## src/rtl/binarization_output_stream.sv

```systemverilog
// Inverse of the input binarization stage: sums one channel bit per element over a
// group of planes and emits the saturated per-element counts as one output vector.
module binarization_output_stream #(
   parameter int PARAM_IN_CNT = 16,
   parameter int PARAM_IN_BIT = 8,
   parameter int PARAM_CH_CNT = 8
) (
   input  logic                                      clk,
   input  logic                                      rst,
   input  logic                                      flush,
   input  logic                                      plane_valid,
   output logic                                      plane_ready,
   input  logic [PARAM_IN_CNT-1:0]                   plane_data,
   output logic                                      value_valid,
   input  logic                                      value_ready,
   output logic [PARAM_IN_CNT-1:0][PARAM_IN_BIT-1:0] value_out,
   output logic [$clog2(PARAM_CH_CNT+1)-1:0]         plane_cnt
);

   localparam int CW = $clog2(PARAM_CH_CNT + 1);
   localparam int SW = ((CW > PARAM_IN_BIT) ? CW : PARAM_IN_BIT) + 1;
   localparam logic [CW-1:0] LAST_IDX = CW'(PARAM_CH_CNT - 1);
   localparam logic [SW-1:0] MAX_VAL  = SW'({PARAM_IN_BIT{1'b1}});

   typedef enum logic {
      ST_ACCUM,
      ST_OUTPUT
   } state_t;

   state_t                                  r_state;
   state_t                                  w_state_next;
   logic [CW-1:0]                           r_cnt [PARAM_IN_CNT];
   logic [CW-1:0]                           r_plane_cnt;
   logic [PARAM_IN_CNT-1:0][PARAM_IN_BIT-1:0] r_value;
   logic [CW-1:0]                           w_sum [PARAM_IN_CNT];
   logic [PARAM_IN_CNT-1:0][PARAM_IN_BIT-1:0] w_sat;
   logic                                    w_accept;
   logic                                    w_last;

   assign w_accept = plane_valid && (r_state == ST_ACCUM) && !flush;
   assign w_last   = (r_plane_cnt == LAST_IDX);

   // Sum includes the plane being accepted so the final plane lands directly in value_out.
   generate
      for (genvar gi = 0; gi < PARAM_IN_CNT; gi++) begin : g_elem
         assign w_sum[gi] = r_cnt[gi] + CW'(plane_data[gi]);
         assign w_sat[gi] = (SW'(w_sum[gi]) > MAX_VAL) ? {PARAM_IN_BIT{1'b1}}
                                                        : PARAM_IN_BIT'(w_sum[gi]);
      end
   endgenerate

   always_ff @(posedge clk or posedge rst) begin
      if (rst) begin
         r_state <= ST_ACCUM;
      end else begin
         r_state <= w_state_next;
      end
   end

   always_comb begin
      w_state_next = r_state;
      plane_ready  = 1'b0;
      value_valid  = 1'b0;
      unique case (r_state)
         ST_ACCUM: begin
            plane_ready = !flush;
            if (w_accept && w_last) begin
               w_state_next = ST_OUTPUT;
            end
         end
         ST_OUTPUT: begin
            value_valid = 1'b1;
            if (value_ready) begin
               w_state_next = ST_ACCUM;
            end
         end
         default: w_state_next = ST_ACCUM;
      endcase
   end

   always_ff @(posedge clk or posedge rst) begin
      if (rst) begin
         for (int j = 0; j < PARAM_IN_CNT; j++) begin
            r_cnt[j] <= '0;
         end
         r_plane_cnt <= '0;
         r_value     <= '0;
      end else if (r_state == ST_ACCUM) begin
         if (flush) begin
            for (int j = 0; j < PARAM_IN_CNT; j++) begin
               r_cnt[j] <= '0;
            end
            r_plane_cnt <= '0;
         end else if (w_accept) begin
            if (w_last) begin
               r_value <= w_sat;
               for (int j = 0; j < PARAM_IN_CNT; j++) begin
                  r_cnt[j] <= '0;
               end
               r_plane_cnt <= '0;
            end else begin
               for (int j = 0; j < PARAM_IN_CNT; j++) begin
                  r_cnt[j] <= w_sum[j];
               end
               r_plane_cnt <= r_plane_cnt + CW'(1);
            end
         end
      end
   end

   assign value_out = r_value;
   assign plane_cnt = r_plane_cnt;

endmodule

```

## config.mk

```make
export PLATFORM = sky130hd
export DESIGN_NAME = binarization_output_stream
export DESIGN_NICKNAME = d
export VERILOG_FILES = /design/src/rtl/binarization_output_stream.sv
export SDC_FILE = /design/constraint.sdc
export NUM_CORES = 1
export LEC_CHECK = 0
export ABC_AREA = 1
export BUFFER_PORTS_ARGS = -buffer_cell sky130_fd_sc_hd__buf_2
export CAP_MARGIN = 20
export CORE_AREA = 3 3 152 154
export CTS_CLUSTER_DIAMETER = 100
export DETAILED_ROUTE_END_ITERATION = 10
export DIE_AREA = 0 0 155 157
export PLACE_DENSITY = 0.6
export SYNTH_ARGS = -nofsm -noshare
export SYNTH_HDL_FRONTEND = slang
export SYNTH_SLANG_ARGS = --single-unit
```

## constraint.sdc

```tcl
create_clock -name clk -period 9.16 [get_ports clk]
set_input_delay 1.374 -clock clk [delete_from_list [all_inputs] [get_ports clk]]
set_output_delay 1.374 -clock clk [all_outputs]
set_load 0.02 [all_outputs]
```

Word level (Yosys, flattened, before mapping)
Index checks and enable logic that the tools add are counted.
W data, S select, Z words.
{"block": "word_totals", "mem_bits_ro": 0, "n_memories": 0, "wordCells": 72, "latch_bits": 0, "ramBits": 0, "register_bits": 133, "output_inout_bits": 134, "in_bits": 21}
{"block": "classes", "n_eq_ne": 1, "reduce_logical": 7, "shifts": 0, "add_sub_neg": 17, "n_mux": 11, "n_bitwise": 2, "order_cmp": 0, "n_mul": 0, "div": 0}
{"cell": "$mux W64", "n": 3}
{"cell": "$add A4 B1 Y4", "n": 16}
{"cell": "$mux W4", "n": 3}
{"cell": "$add A4 B1 Y4 const B", "n": 1}
{"cell": "$eq A4 B3 Y1 const B", "n": 1}
{"cell": "$mux W1", "n": 4}
{"cell": "$reduce_and A4 Y1", "n": 1}
{"cell": "$logic_and A1 B1 Y1", "n": 3}
{"cell": "$not A1 Y1", "n": 2}
{"cell": "$pmux W1 S2", "n": 1}
{"cell": "$reduce_and A2 Y1", "n": 1}
{"cell": "$reduce_bool A2 Y1", "n": 1}
{"cell": "$logic_not A1 Y1", "n": 1}

Longest topological paths before layout
Gate-level depths: netlist of the first run.
{"block": "depth", "word_depth": 6, "depth_mapped": 8, "depth_no_buf": 6}

Worst setup path before layout of the first run
Ideal clock, no wire load.
{"block": "synth_timing", "path_kind": "input-to-output", "startpoint": "in flush", "endpoint": "out plane_ready", "t_arrival_ns": 1.537, "cell_stages": 1, "path_buffers": 0, "required_time_ns": 7.786, "slack_ns": 6.249, "path_cell_list": "nor2_4"}
{"block": "synth_via", "elab_chain_len": 2}
{"element": "start: declaration", "line": "10", "rtl": "input logic flush,"}
{"element": "$logic_not A1 Y1", "line": "66", "rtl": "plane_ready = !flush;"}
{"element": "$mux W1", "line": "64", "rtl": "unique case (r_state)"}
{"element": "end: declaration", "line": "12", "rtl": "output logic plane_ready,"}
Every way passes these cells.

Worst setup path after layout of the first run
Ends and elaborated chain as after synthesis.

==> results of run 1 <==
synth_stat cells:
cell type	instances
nand2_1	426
dfrtp_1	133
buf_4	71
ha_1	33
inv_1	22
nand3_1	20
nand4_1	17
xor2_1	17
buf_6	12
buf_2	6
clkbuf_1	3
nor2_1	2
o21ai_0	2
conb_1	1
nand3b_1	1
nor2_2	1
nor2_4	1
o21ai_1	1
worst min-delay path, delay by kind of cell, from the launching register on:
kind	cells	cell delay, ns
flip-flops	1	0.33
AND/OR/NAND/NOR	2	0.09
power by group:
| part | leakage (uW) | total (uW) | switching, uW | internal [uW] |
|---|---|---|---|---|
| Clock | 0.000287 | 691 | 250 | 442 |
| Combinational | 0.00243 | 95.6 | 73.6 | 22.0 |
| Sequential | 0.00184 | 610 | 9.26 | 601 |
| Total | 0.00455 | 1400 | 333 | 1060 |
cell families (layout without fill, tap and decap cells):
kind of cell / count (synthesis) / count (layout) / share of synthesized area [%]
compound gates: 3 / 3 / 0.2296
xor+xnor: 17 / 17 / 2.277
fa+ha+maj: 33 / 33 / 6.315
buf+inv: 114 / 148 / 12.11
flops: 133 / 133 / 50.90
other cells: 1 / 64 / 0.05735
simple gates: 468 / 468 / 28.11
sequential cells by signal, summed over array words and instances (netlist names):
name	count
r_cnt	64
value_out	64
plane_cnt	4
r_state	1
layout make-up:
class                           count  area (um2)
Timing Repair Buffer               95       488.0
Fill cell                        2297       14300
Multi-Input combinational cell    585        2679
Clock buffer                       23       467.9
Clock inverter                      8       125.1
Inverter                           22       87.58
Sequential cell                   133        3328
Tap cell                          280       350.3
final timing paths:
check                               from             to  slack [ns]
min reg2reg                value_out[74]  value_out[74]        0.46
max in group asynchronous            rst       r_cnt[8]        6.76
min in group asynchronous            rst  value_out[96]        1.06
max reg2reg                 plane_cnt[0]      r_cnt[17]        7.09
min                        value_out[74]  value_out[74]        0.46
max                                flush    plane_ready        5.97
routing by layer:
| metal | up-vias | GRT usage (%) | part of all wire, % |
|---|---|---|---|
| li1 | 2422 | - | - |
| met5 | - | 0 | 0 |
| met2 | 107 | 18.37 | 46 |
| met4 | 0 | 3.154 | 0.94 |
| met3 | 7 | 2.997 | 4.7 |
| met1 | 2255 | 14.95 | 48 |
layout by cell type, fill, tap and decap left out:
cell	netlist	layout
inv_2	0	1
buf_4	71	5
buf_2	6	90
nand3b_1	1	1
clkbuf_8	0	2
inv_1	22	20
o21ai_0	2	2
nor2_4	1	3
clkinv_4	0	2
nand4_1	17	17
nand2_1	426	426
clkinvlp_4	0	1
ha_1	33	33
xor2_1	17	17
inv_6	0	1
nor2_1	2	1
clkbuf_16	0	17
clkbuf_1	3	4
bufinv_16	0	3
dfrtp_1	133	133
clkinv_2	0	2
o21ai_4	0	1
conb_1	1	64
nand3_1	20	20
per-stage QoR:
stage | hold WS (ns) | util, % | cells | power [uW] | instance area (um2)
5_1_grt | 0.4788 | 34.49 | 1146 | 1465 | 7526
4_1_cts | 0.4684 | 34.49 | 1146 | 1425 | 7526
6_report | 0.4612 | 34.49 | 1146 | 1397 | 7526
2_1_floorplan | 0.4528 | - | 832 | 712.9 | 6775
3_5_place_dp | 0.4534 | 31.77 | 1115 | 717.4 | 6933
3_3_place_gp | 0.4488 | 31.77 | 1115 | 716.5 | 6933
==> qor.json, run 1 <==
{
  "wl_um": 13260,
  "cp.buffers_inverters": 2,
  "final_net_count": 908,
  "routed_via_density": 4.181,
  "gp_weighted_congestion": 0.7210,
  "worst_pin_slew_ns": 0.9082,
  "synth_top_area_cell": "dfrtp_1",
  "yosys.cell_types.count": 18,
  "critPathRequiredTime_ns": 7.79,
  "reg2reg_depth": 7,
  "top_fanout_value_on_the_critical_path": 3,
  "dieArea_mm2": 0.02434,
  "crit_path_cell_trace": "buf_2 -> nor2_4 -> buf_2",
  "worst_skew_pair.late_latency_ns": 0.40,
  "grt_start_max_net_pins": 70,
  "syn-instance-count": 769,
  "synthToLayoutAreaGrowth_pct": 15.10,
  "drcViolationCount": 0,
  "hold_viol": 0,
  "cts.path.max_buffers": 2,
  "crit_path_end_kind": "output pin",
  "mappedNetlistArea_mm2": 0.006539,
  "ys_warn_count": 0,
  "fmaxAchievable_mhz": 313.0,
  "clock_tree_from_tritoncts": "done",
  "period_needed_ns": 3.194,
  "globalRouteTotalUtil_pct": 11.30,
  "synth_area_per_cell_um2": 8.503,
  "htreeDepth": 4,
  "cts_hold_repair.buffers": 0,
  "drt.antenna.violating_nets": 0,
  "ys_seq_area_share_pct": 50.90,
  "postLayoutSetupSlackWorst_ns": 5.966,
  "dp_hpwl_um": 8560,
  "pre_cts_ws_ns": 5.972,
  "clock_skew_ns": 0.007986,
  "drtPass1Iterations": 4,
  "crit_path_frequent_cell": "buf_2",
  "cp.depth": 3,
  "die-width_um": 155,
  "hold_path_class": "reg -> reg",
  "critical_path_arrival_ns": 1.82,
  "run_status": "finished clean",
  "kind_of_start_point_of_the_critical_path": "input port",
  "effective_utilization_at_floorplan_pct": 29.96,
  "unrepaired_setup_endpoints_after_global_routing": "false",
  "vias_in_the_first_global_route": 4638,
  "first_iter_violations": 217,
  "cts.root.buffer_cell": "clkbuf_16",
  "worstHoldPathCells": 2,
  "placement_rows": 54,
  "ys_top_cells_by_area": "dfrtp_1, nand2_1, buf_4, ha_1, xor2_1",
  "timing.critical_path.max_delay_family": "buffers and inverters",
  "post_cts.repair.setup_buffers": 0,
  "ioPinCount": 155,
  "detailroute.via_count": 4791,
  "io_buffers": 90,
  "tritoncts.num_buffers": 17,
  "synth.ff_latch_count": 133,
  "detail_route.wl_per_cell_um": 11.57,
  "crit_path_max_cell_delay_ns": 0.18,
  "finalSetupViolations": 0,
  "initial_antenna_violation_count": 0,
  "max-slew-margin-rel_pct": 39.46,
  "n_antenna_cell": 0,
  "ratio_of_final_minimum_period_to_clock_period_pct": 34.87,
  "cap_viol_max_count": 0,
  "coreArea_mm2": 0.02182,
  "finalMaxSlewViolations": 0,
  "finalSetupTns_ns": 0,
  "chipHeight_um": 157,
  "worstSetupPathType": "in -> out",
  "drive_above_1_share_pct": 14.78,
  "global_route_total_overflow": 0,
  "p_leak_uw": 0.004554,
  "cts.sink_count": 133,
  "ir_drop_worst_case_vdd_mv": 0.1090,
  "synth_top_area_share_pct": 50.90,
  "p_per_area_mw_per_mm2": 185.6,
  "grt_first_pass_wirelength_um": 22550,
  "post_cts.resized_instances": 0,
  "clk_pin_slew_ns": 0.05,
  "timing.critical_path.slowest_stage_cell": "buf_2"
}
No activity file was read; power rests on OpenSTA's default activity.
==> run 2, diff against run 1 <==
Clock period 9.16 ns to 3 ns, I/O delays scaled along.
==> run 2 against run 1 <==
Effect of this change:
- utilization grew 0.27 points
- sequential power grew to 3.0 times the previous value
- total power grew to 3.1 times the previous value
- worst setup slack lost 4.8 ns
- largest cell class unchanged
- clock skew grew 0.00059 ns
- via count grew 0.23%
- global-route usage shrank 0.082 points
- clock power grew to 3.1 times the previous value
- non-clock buffer count grew 2
- combinational power grew to 3.1 times the previous value
- routed wire length shrank 0.35%
- sequential share of layout area shrank 0.34 points
==> qor.json, run 2 (synthesis results as in run 1) <==
{
  "final_net_count": {"value": 910, "change": "was 908"},
  "finalMaxSlewViolations": {"value": 0, "change": "unchanged"},
  "crit_path_end_kind": {"value": "register", "change": "was output pin"},
  "mostFrequentLayoutCells": {"value": "nand2_1, dfrtp_1, buf_2, conb_1, ha_1", "change": "unchanged"},
  "p_per_area": {"value": 570.4, "unit": "mW/mm2", "change": "was 185.6 mW/mm2"},
  "drt.antenna.violating_nets": {"value": 0, "change": "unchanged"},
  "fin_util": {"value": 34.76, "unit": "%", "change": "was 34.49%"},
  "power.share.clock": {"value": 50.2, "unit": "%", "change": "was 49.5%"},
  "cts.root.buffer_cell": {"value": "clkbuf_16", "change": "unchanged"},
  "post_cts.resized_instances": {"value": 0, "change": "unchanged"},
  "top_fanout_value_on_the_critical_path": {"value": 35, "change": "was 3"},
  "ioPinCount": {"value": 155, "change": "unchanged"},
  "kind_of_start_point_of_the_critical_path": {"value": "register", "change": "was input port"},
  "sw_frac_of_total": {"value": 25.05, "unit": "%", "change": "was 23.81%"},
  "placement_rows": {"value": 54, "change": "unchanged"},
  "cp.buffers_inverters": {"value": 2, "change": "unchanged"},
  "cts.path.max_buffers": {"value": 2, "change": "unchanged"},
  "p_switching": {"value": 1084, "unit": "uW", "change": "was 332.7 uW"},
  "hold_viol": {"value": 0, "change": "unchanged"},
  "timing.critical_path.slowest_stage_cell": {"value": "inv_2", "change": "was buf_2"},
  "critical_path_arrival": {"value": 2.17, "unit": "ns", "change": "was 1.82 ns"},
  "regToRegSetupSlack": {"value": 1.17, "unit": "ns", "change": "was 7.09 ns"},
  "drcViolationCount": {"value": 0, "change": "unchanged"},
  "cp.depth": {"value": 7, "change": "was 3"},
  "max-slew-margin-rel": {"value": 52.47, "unit": "%", "change": "was 39.46%"},
  "critPathRequiredTime": {"value": 3.34, "unit": "ns", "change": "was 7.79 ns"},
  "n_antenna_cell": {"value": 0, "change": "unchanged"},
  "seq_power_share": {"value": 43.0, "unit": "%", "change": "was 43.7%"},
  "cts_hold_repair.buffers": {"value": 0, "change": "unchanged"},
  "reg2reg_depth": {"value": 7, "change": "unchanged"},
  "vias_in_the_first_global_route": {"value": 4615, "change": "was 4638"},
  "tritoncts.num_buffers": {"value": 17, "change": "unchanged"},
  "p_int": {"value": 3243, "unit": "uW", "change": "was 1064 uW"},
  "worstSetupPathType": {"value": "reg -> reg", "change": "was in -> out"},
  "critical_path.reg2reg.startpoint": {"value": "plane_cnt[0]", "change": "unchanged"},
  "synthToLayoutAreaGrowth": {"value": 16.00, "unit": "%", "change": "was 15.10%"},
  "htreeDepth": {"value": 4, "change": "unchanged"},
  "routed_via_density": {"value": 4.179, "change": "was 4.181"},
  "crit_path_cell_trace": {"value": "ha_1 -> nand3_1 -> nor2_4 -> inv_2 -> buf_12 -> nand2_1 -> nand2_1", "change": "was buf_2 -> nor2_4 -> buf_2"},
  "global_route_total_overflow": {"value": 0, "change": "unchanged"},
  "crit_path_max_cell_delay": {"value": 0.44, "unit": "ns", "change": "was 0.18 ns"},
  "post_cts.repair.setup_buffers": {"value": 0, "change": "unchanged"},
  "drive_above_1_share": {"value": 15.54, "unit": "%", "change": "was 14.78%"},
  "chipHeight": {"value": 157, "unit": "um", "change": "unchanged"},
  "finalSetupViolations": {"value": 0, "change": "unchanged"},
  "drtPass1Iterations": {"value": 5, "change": "was 4"},
  "layout_commonest_cell": {"value": "nand2_1", "change": "unchanged"},
  "period_needed_ns": 1.829,
  "worst_pin_slew": {"value": 0.7129, "unit": "ns", "change": "was 0.9082 ns"},
  "run_status": {"value": "finished clean", "change": "unchanged"},
  "cts.sink_count": {"value": 133, "change": "unchanged"},
  "endpoint": {"value": "value_out[64]", "change": "was plane_ready"},
  "ratio_of_final_minimum_period_to_clock_period_pct": 60.95,
  "unrepaired_setup_endpoints_after_global_routing": {"value": "false", "change": "unchanged"},
  "crit_path_frequent_cell": {"value": "nand2_1", "change": "was buf_2"},
  "io_buffers": {"value": 90, "change": "unchanged"},
  "grt_first_pass_wirelength": {"value": 22550, "unit": "um", "change": "unchanged"},
  "clock_skew": {"value": 0.008575, "unit": "ns", "change": "was 0.007986 ns"},
  "worst_skew_pair.late_latency": {"value": 0.41, "unit": "ns", "change": "was 0.40 ns"},
  "p_leak": {"value": 0.004574, "unit": "uW", "change": "was 0.004554 uW"},
  "clock_tree_from_tritoncts": {"value": "done", "change": "unchanged"},
  "first_iter_violations": {"value": 220, "change": "was 217"},
  "dieArea": {"value": 0.02434, "unit": "mm2", "change": "unchanged"},
  "dp_hpwl": {"value": 8474, "unit": "um", "change": "was 8560 um"},
  "wl": {"value": 13220, "unit": "um", "change": "was 13260 um"},
  "detailroute.via_count": {"value": 4802, "change": "was 4791"},
  "finalSetupTns": {"value": 0, "unit": "ns", "change": "unchanged"},
  "ir_drop_worst_case_vdd": {"value": 0.2923, "unit": "mV", "change": "was 0.1090 mV"},
  "timing.critical_path.max_delay_family": {"value": "buffers and inverters", "change": "unchanged"},
  "coreArea": {"value": 0.02182, "unit": "mm2", "change": "unchanged"},
  "grt_start_max_net_pins": {"value": 134, "change": "was 70"},
  "detail_route.wl_per_cell": {"value": 11.50, "unit": "um", "change": "was 11.57 um"},
  "die-width": {"value": 155, "unit": "um", "change": "unchanged"},
  "cap_viol_max_count": {"value": 0, "change": "unchanged"},
  "gp_weighted_congestion": {"value": 0.7252, "change": "was 0.7210"},
  "timing.critical_path.from": {"value": "plane_cnt[0]", "change": "was flush"},
  "fmaxAchievable_mhz": 546.9,
  "initial_antenna_violation_count": {"value": 0, "change": "unchanged"},
  "clk_pin_slew": {"value": 0.06, "unit": "ns", "change": "was 0.05 ns"},
  "effective_utilization_at_floorplan": {"value": 29.96, "unit": "%", "change": "unchanged"},
  "power.combinational.fraction": {"value": 6.8, "unit": "%", "change": "about the same"},
  "globalRouteTotalUtil": {"value": 11.22, "unit": "%", "change": "was 11.30%"},
  "rr_endpoint": {"value": "value_out[64]", "change": "was r_cnt[17]"},
  "hold_path_class": {"value": "in -> reg", "change": "was reg -> reg"}
}
-- run 2: changes by cell type in the layout (fill, tap and decap cells not counted), sizes merged --
cell,before,now
clkinvlp,1,5
inv,22,25
buf,95,97
clkbuf,23,18
clkinv,4,3
-- run 2: worst min-delay path by stage --
stage	startpoint	endpoint	slack, ns	depth (start not counted)
floorplan	r_cnt[0]	r_cnt[0]	0.45	2
global placement	value_out[50]	value_out[50]	0.45	2
detailed placement	value_out[113]	value_out[113]	0.45	2
CTS	value_ready	r_state	0.20	2
global route	value_ready	r_state	0.22	2
finish	value_ready	r_state	0.23	2
-- run 2: power groups by stage --
| stage | Combinational [uW] | Sequential [uW] | Clock [uW] |
|---|---|---|---|
| final | 293 | 1860 | 2170 |
| after global routing | 336 | 1870 | 2330 |
| after CTS | 298 | 1860 | 2250 |
| after detailed placement | 296 | 1890 | 0 |
| after global placement | 297 | 1890 | 0 |
| after floorplan | 273 | 1900 | 0 |
-- run 2: per-layer routing --
layer	global-route usage (%)	part of all wire (%)	wire, um	up-vias
met5	0	0	0	-
met4	2.902	0.96	127	0
li1	-	-	-	2430
met3	2.805	3.9	510	7
met2	18.39	46	6124	91
met1	14.92	49	6451	2274
-- run 2: cell type report --
| class | count | area [um2] |
|---|---|---|
| Tap cell | 280 | 350.3 |
| Inverter | 22 | 86.33 |
| Clock buffer | 18 | 439.2 |
| Multi-Input combinational cell | 585 | 2679 |
| Timing Repair Buffer | 97 | 528.0 |
| Clock inverter | 14 | 173.9 |
| Fill cell | 2289 | 14240 |
| Sequential cell | 133 | 3328 |
-- run 2: metrics by stage --
step | hold slack (ns) | cell area (um2) | worst slack [ns] | total power [uW] | cells
after floorplan | 0.4528 | 6779 | 0.8988 | 2177 | 832
after global placement | 0.4496 | 6952 | 0.8423 | 2188 | 1116
final | 0.2263 | 7585 | 1.171 | 4327 | 1149
after global routing | 0.2235 | 7585 | 0.9435 | 4533 | 1149
after CTS | 0.2005 | 7585 | 1.115 | 4405 | 1149
after detailed placement | 0.4542 | 6972 | 1.080 | 2190 | 1117
==> run 3, diff against run 2 <==
Clock period 3 ns to 1.85 ns, I/O delays scaled along.
==> run 3 against run 2 <==
Effect of this change:
- critical path depth decreased by 1
- via count decreased by 0.23%
- worst setup slack lost 0.87 ns
- highest routed layer unchanged
- die area is the same
- critical path type unchanged
- final cell count is 0.44% higher
- first-iteration DRC count rose by 8.6%
- sequential share of layout area shrank 0.31 points
- hold slack got worse by 0.18 ns
- global-route usage decreased by 0.086 points
- routed wire length decreased by 1.2%
- non-clock buffer count is 5 higher
- sequential power increased by 62%
==> qor.json, run 3 (synthesis results as in run 1) <==
{
  "htreeDepth": {"value": 4, "change": "unchanged"},
  "crit_path_frequent_cell": {"value": "nand2_1", "change": "unchanged"},
  "placement_rows": {"value": 54, "change": "unchanged"},
  "cts.path.max_buffers": {"value": 2, "change": "unchanged"},
  "die-width": {"value": 155, "unit": "um", "change": "unchanged"},
  "drive_above_1_share": {"value": 15.90, "unit": "%", "change": "was 15.54%"},
  "n_antenna_cell": {"value": 0, "change": "unchanged"},
  "finalSetupTns": {"value": 0, "unit": "ns", "change": "unchanged"},
  "worstSetupPathType": {"value": "reg -> reg", "change": "unchanged"},
  "drcViolationCount": {"value": 0, "change": "unchanged"},
  "detail_route.wl_per_cell": {"value": 11.31, "unit": "um", "change": "was 11.50 um"},
  "seq_power_share": {"value": 44.4, "unit": "%", "change": "was 43.0%"},
  "chipHeight": {"value": 157, "unit": "um", "change": "unchanged"},
  "timing.critical_path.max_delay_family": {"value": "simple AND/OR/NAND/NOR gates", "change": "was buffers and inverters"},
  "io_buffers": {"value": 90, "change": "unchanged"},
  "sw_frac_of_total": {"value": 25.75, "unit": "%", "change": "was 25.05%"},
  "crit_path_end_kind": {"value": "register", "change": "unchanged"},
  "cap_viol_max_count": {"value": 0, "change": "unchanged"},
  "final_net_count": {"value": 915, "change": "was 910"},
  "critical_path_arrival": {"value": 1.89, "unit": "ns", "change": "was 2.17 ns"},
  "cts.root.buffer_cell": {"value": "clkbuf_16", "change": "unchanged"},
  "crit_path_max_cell_delay": {"value": 0.41, "unit": "ns", "change": "was 0.44 ns"},
  "synthToLayoutAreaGrowth": {"value": 16.82, "unit": "%", "change": "was 16.00%"},
  "cts.sink_count": {"value": 133, "change": "unchanged"},
  "crit_path_cell_trace": {"value": "ha_1 -> nand3_1 -> nor2_4 -> buf_4 -> nand2_1 -> nand2_1", "change": "was ha_1 -> nand3_1 -> nor2_4 -> inv_2 -> buf_12 -> nand2_1 -> nand2_1"},
  "vias_in_the_first_global_route": {"value": 4558, "change": "was 4615"},
  "global_route_total_overflow": {"value": 0, "change": "unchanged"},
  "first_iter_violations": {"value": 239, "change": "was 220"},
  "power.combinational.fraction": {"value": 7.3, "unit": "%", "change": "was 6.8%"},
  "grt_util_met2": {"value": 17.93, "unit": "%", "change": "was 18.39%"},
  "postLayoutSetupSlackWorst": {"value": 0.3014, "unit": "ns", "change": "was 1.171 ns"},
  "p_total": {"value": 6790, "unit": "uW", "change": "was 4327 uW"},
  "mostFrequentLayoutCells": {"value": "nand2_1, dfrtp_1, buf_2, conb_1, ha_1", "change": "unchanged"},
  "layoutNonFillerInstCount": {"value": 1154, "change": "was 1149"},
  "post_cts.repair.setup_buffers": {"value": 0, "change": "unchanged"},
  "clock_skew": {"value": 0.009312, "unit": "ns", "change": "was 0.008575 ns"},
  "timing.critical_path.slowest_stage_cell": {"value": "dfrtp_1", "change": "was inv_2"},
  "fillerInstances": {"value": 2293, "change": "was 2289"},
  "drt.antenna.violating_nets": {"value": 0, "change": "unchanged"},
  "p_leak": {"value": 0.004596, "unit": "uW", "change": "was 0.004574 uW"},
  "finalMaxSlewViolations": {"value": 0, "change": "unchanged"},
  "tritoncts.num_buffers": {"value": 17, "change": "unchanged"},
  "grt_start_max_net_pins": {"value": 73, "change": "was 134"},
  "cp.buffers_inverters": {"value": 1, "change": "was 2"},
  "globalRouteTotalUtil": {"value": 11.13, "unit": "%", "change": "was 11.22%"},
  "p_switching": {"value": 1748, "unit": "uW", "change": "was 1084 uW"},
  "fmaxAchievable": {"value": 645.7, "unit": "MHz", "change": "was 546.9 MHz"},
  "layout_commonest_cell": {"value": "nand2_1", "change": "unchanged"},
  "run_status": {"value": "finished clean", "change": "unchanged"},
  "ioPinCount": {"value": 155, "change": "unchanged"},
  "regToRegSetupSlack": {"value": 0.30, "unit": "ns", "change": "was 1.17 ns"},
  "pre_cts_ws": {"value": 0.2942, "unit": "ns", "change": "was 1.080 ns"},
  "clock_tree_from_tritoncts": {"value": "done", "change": "unchanged"},
  "worst_skew_pair.late_latency": {"value": 0.41, "unit": "ns", "change": "about the same"},
  "gr-usage-met3": {"value": 3.629, "unit": "%", "change": "was 2.805%"},
  "number_of_instances_in_the_placed_design": {"value": 1121, "change": "was 1117"},
  "unrepaired_setup_endpoints_after_global_routing": {"value": "false", "change": "unchanged"},
  "smallest_hold_slack": {"value": 0.04656, "unit": "ns", "change": "was 0.2263 ns"},
  "top_fanout_value_on_the_critical_path": {"value": 35, "change": "unchanged"},
  "hold_viol": {"value": 0, "change": "unchanged"},
  "effective_utilization_at_floorplan": {"value": 29.96, "unit": "%", "change": "unchanged"},
  "dieArea": {"value": 0.02434, "unit": "mm2", "change": "unchanged"},
  "hold_path_class": {"value": "in -> reg", "change": "unchanged"},
  "coreArea": {"value": 0.02182, "unit": "mm2", "change": "unchanged"},
  "gp_weighted_congestion": {"value": 0.7123, "change": "was 0.7252"},
  "grt_most_used_layer": {"value": "met2", "change": "unchanged"},
  "ir_drop_worst_case_vdd": {"value": 0.4491, "unit": "mV", "change": "was 0.2923 mV"},
  "power.share.clock": {"value": 48.2, "unit": "%", "change": "was 50.2%"},
  "critPathRequiredTime": {"value": 2.20, "unit": "ns", "change": "was 3.34 ns"},
  "detailroute.via_count": {"value": 4791, "change": "was 4802"},
  "routed_via_density": {"value": 4.152, "change": "was 4.179"},
  "p_int": {"value": 5042, "unit": "uW", "change": "was 3243 uW"},
  "kind_of_start_point_of_the_critical_path": {"value": "register", "change": "unchanged"},
  "dp_hpwl": {"value": 8854, "unit": "um", "change": "was 8474 um"},
  "wl": {"value": 13050, "unit": "um", "change": "was 13220 um"},
  "ratio_of_final_minimum_period_to_clock_period": {"value": 83.71, "unit": "%", "change": "was 60.95%"},
  "grt_first_pass_wirelength": {"value": 22050, "unit": "um", "change": "was 22550 um"},
  "clk_pin_slew": {"value": 0.06, "unit": "ns", "change": "about the same"},
  "drtPass1Iterations": {"value": 4, "change": "was 5"},
  "period_needed": {"value": 1.549, "unit": "ns", "change": "was 1.829 ns"},
  "global_route.usage.met1": {"value": 14.37, "unit": "%", "change": "was 14.92%"},
  "initial_antenna_violation_count": {"value": 0, "change": "unchanged"},
  "finalSetupViolations": {"value": 0, "change": "unchanged"},
  "p_per_area": {"value": 888.9, "unit": "mW/mm2", "change": "was 570.4 mW/mm2"}
}
[run 3: cell count changes in the layout (fill, tap and decap cells not counted), sizes merged]
cell,delta
clkinv,+3
inv,-1
clkbuf,+1
clkinvlp,-1
dlygate4sd3,+1
buf,+4
bufinv,-2
[run 3: path summary, 6_finish.rpt]
path / from / end / cells after the start
worst min register to register: value_out[81] / value_out[81] / 2
worst min-delay path: value_ready / r_state / 2
worst max-delay path: plane_cnt[1] / value_out[11] / 6
max in group asynchronous: rst / value_out[16] / 4
min in group asynchronous: rst / value_out[81] / 4
worst max register to register: plane_cnt[1] / value_out[11] / 6
[run 3: through the flow]
stage | instance area, um2 | utilization [%]
6_report | 7639 | 35.00
5_1_grt | 7639 | 35.00
4_1_cts | 7639 | 35.00
3_5_place_dp | 7052 | 32.31
3_3_place_gp | 7052 | 32.31
2_1_floorplan | 6779 | -
[run 3: power by group through the flow]
stage / logic [uW] / clock network [uW] / registers (uW)
after global placement: 506 / 0 / 3070
after detailed placement: 504 / 0 / 3070
after CTS: 507 / 3400 / 3020
after global routing: 568 / 3550 / 3030
final: 496 / 3280 / 3020
after floorplan: 443 / 0 / 3090
[run 3: per-layer routing]
layer / up-vias / part of all wire [%]
met1: 2236 / 47
li1: 2449 / -
met3: 10 / 5.3
met4: 0 / 1.0
met2: 96 / 47
met5: - / 0
[run 3: layout make-up]
type	instances	area [um2]	area share (%)
flip-flops and latches	133	3328	43.57
multi-input cells	585	2679	35.07
repair buffers	102	618.1	8.092
clock buffers	19	452.9	5.930
well taps	280	350.3	4.586
clock inverters	13	123.9	1.622
inverters	22	86.33	1.130
[run 3: timing repair]
item,CTS,global route
endpoints found under the setup margin,0,0
hold endpoints to repair,24,0
resized for setup,0,0
hold buffers,1,0
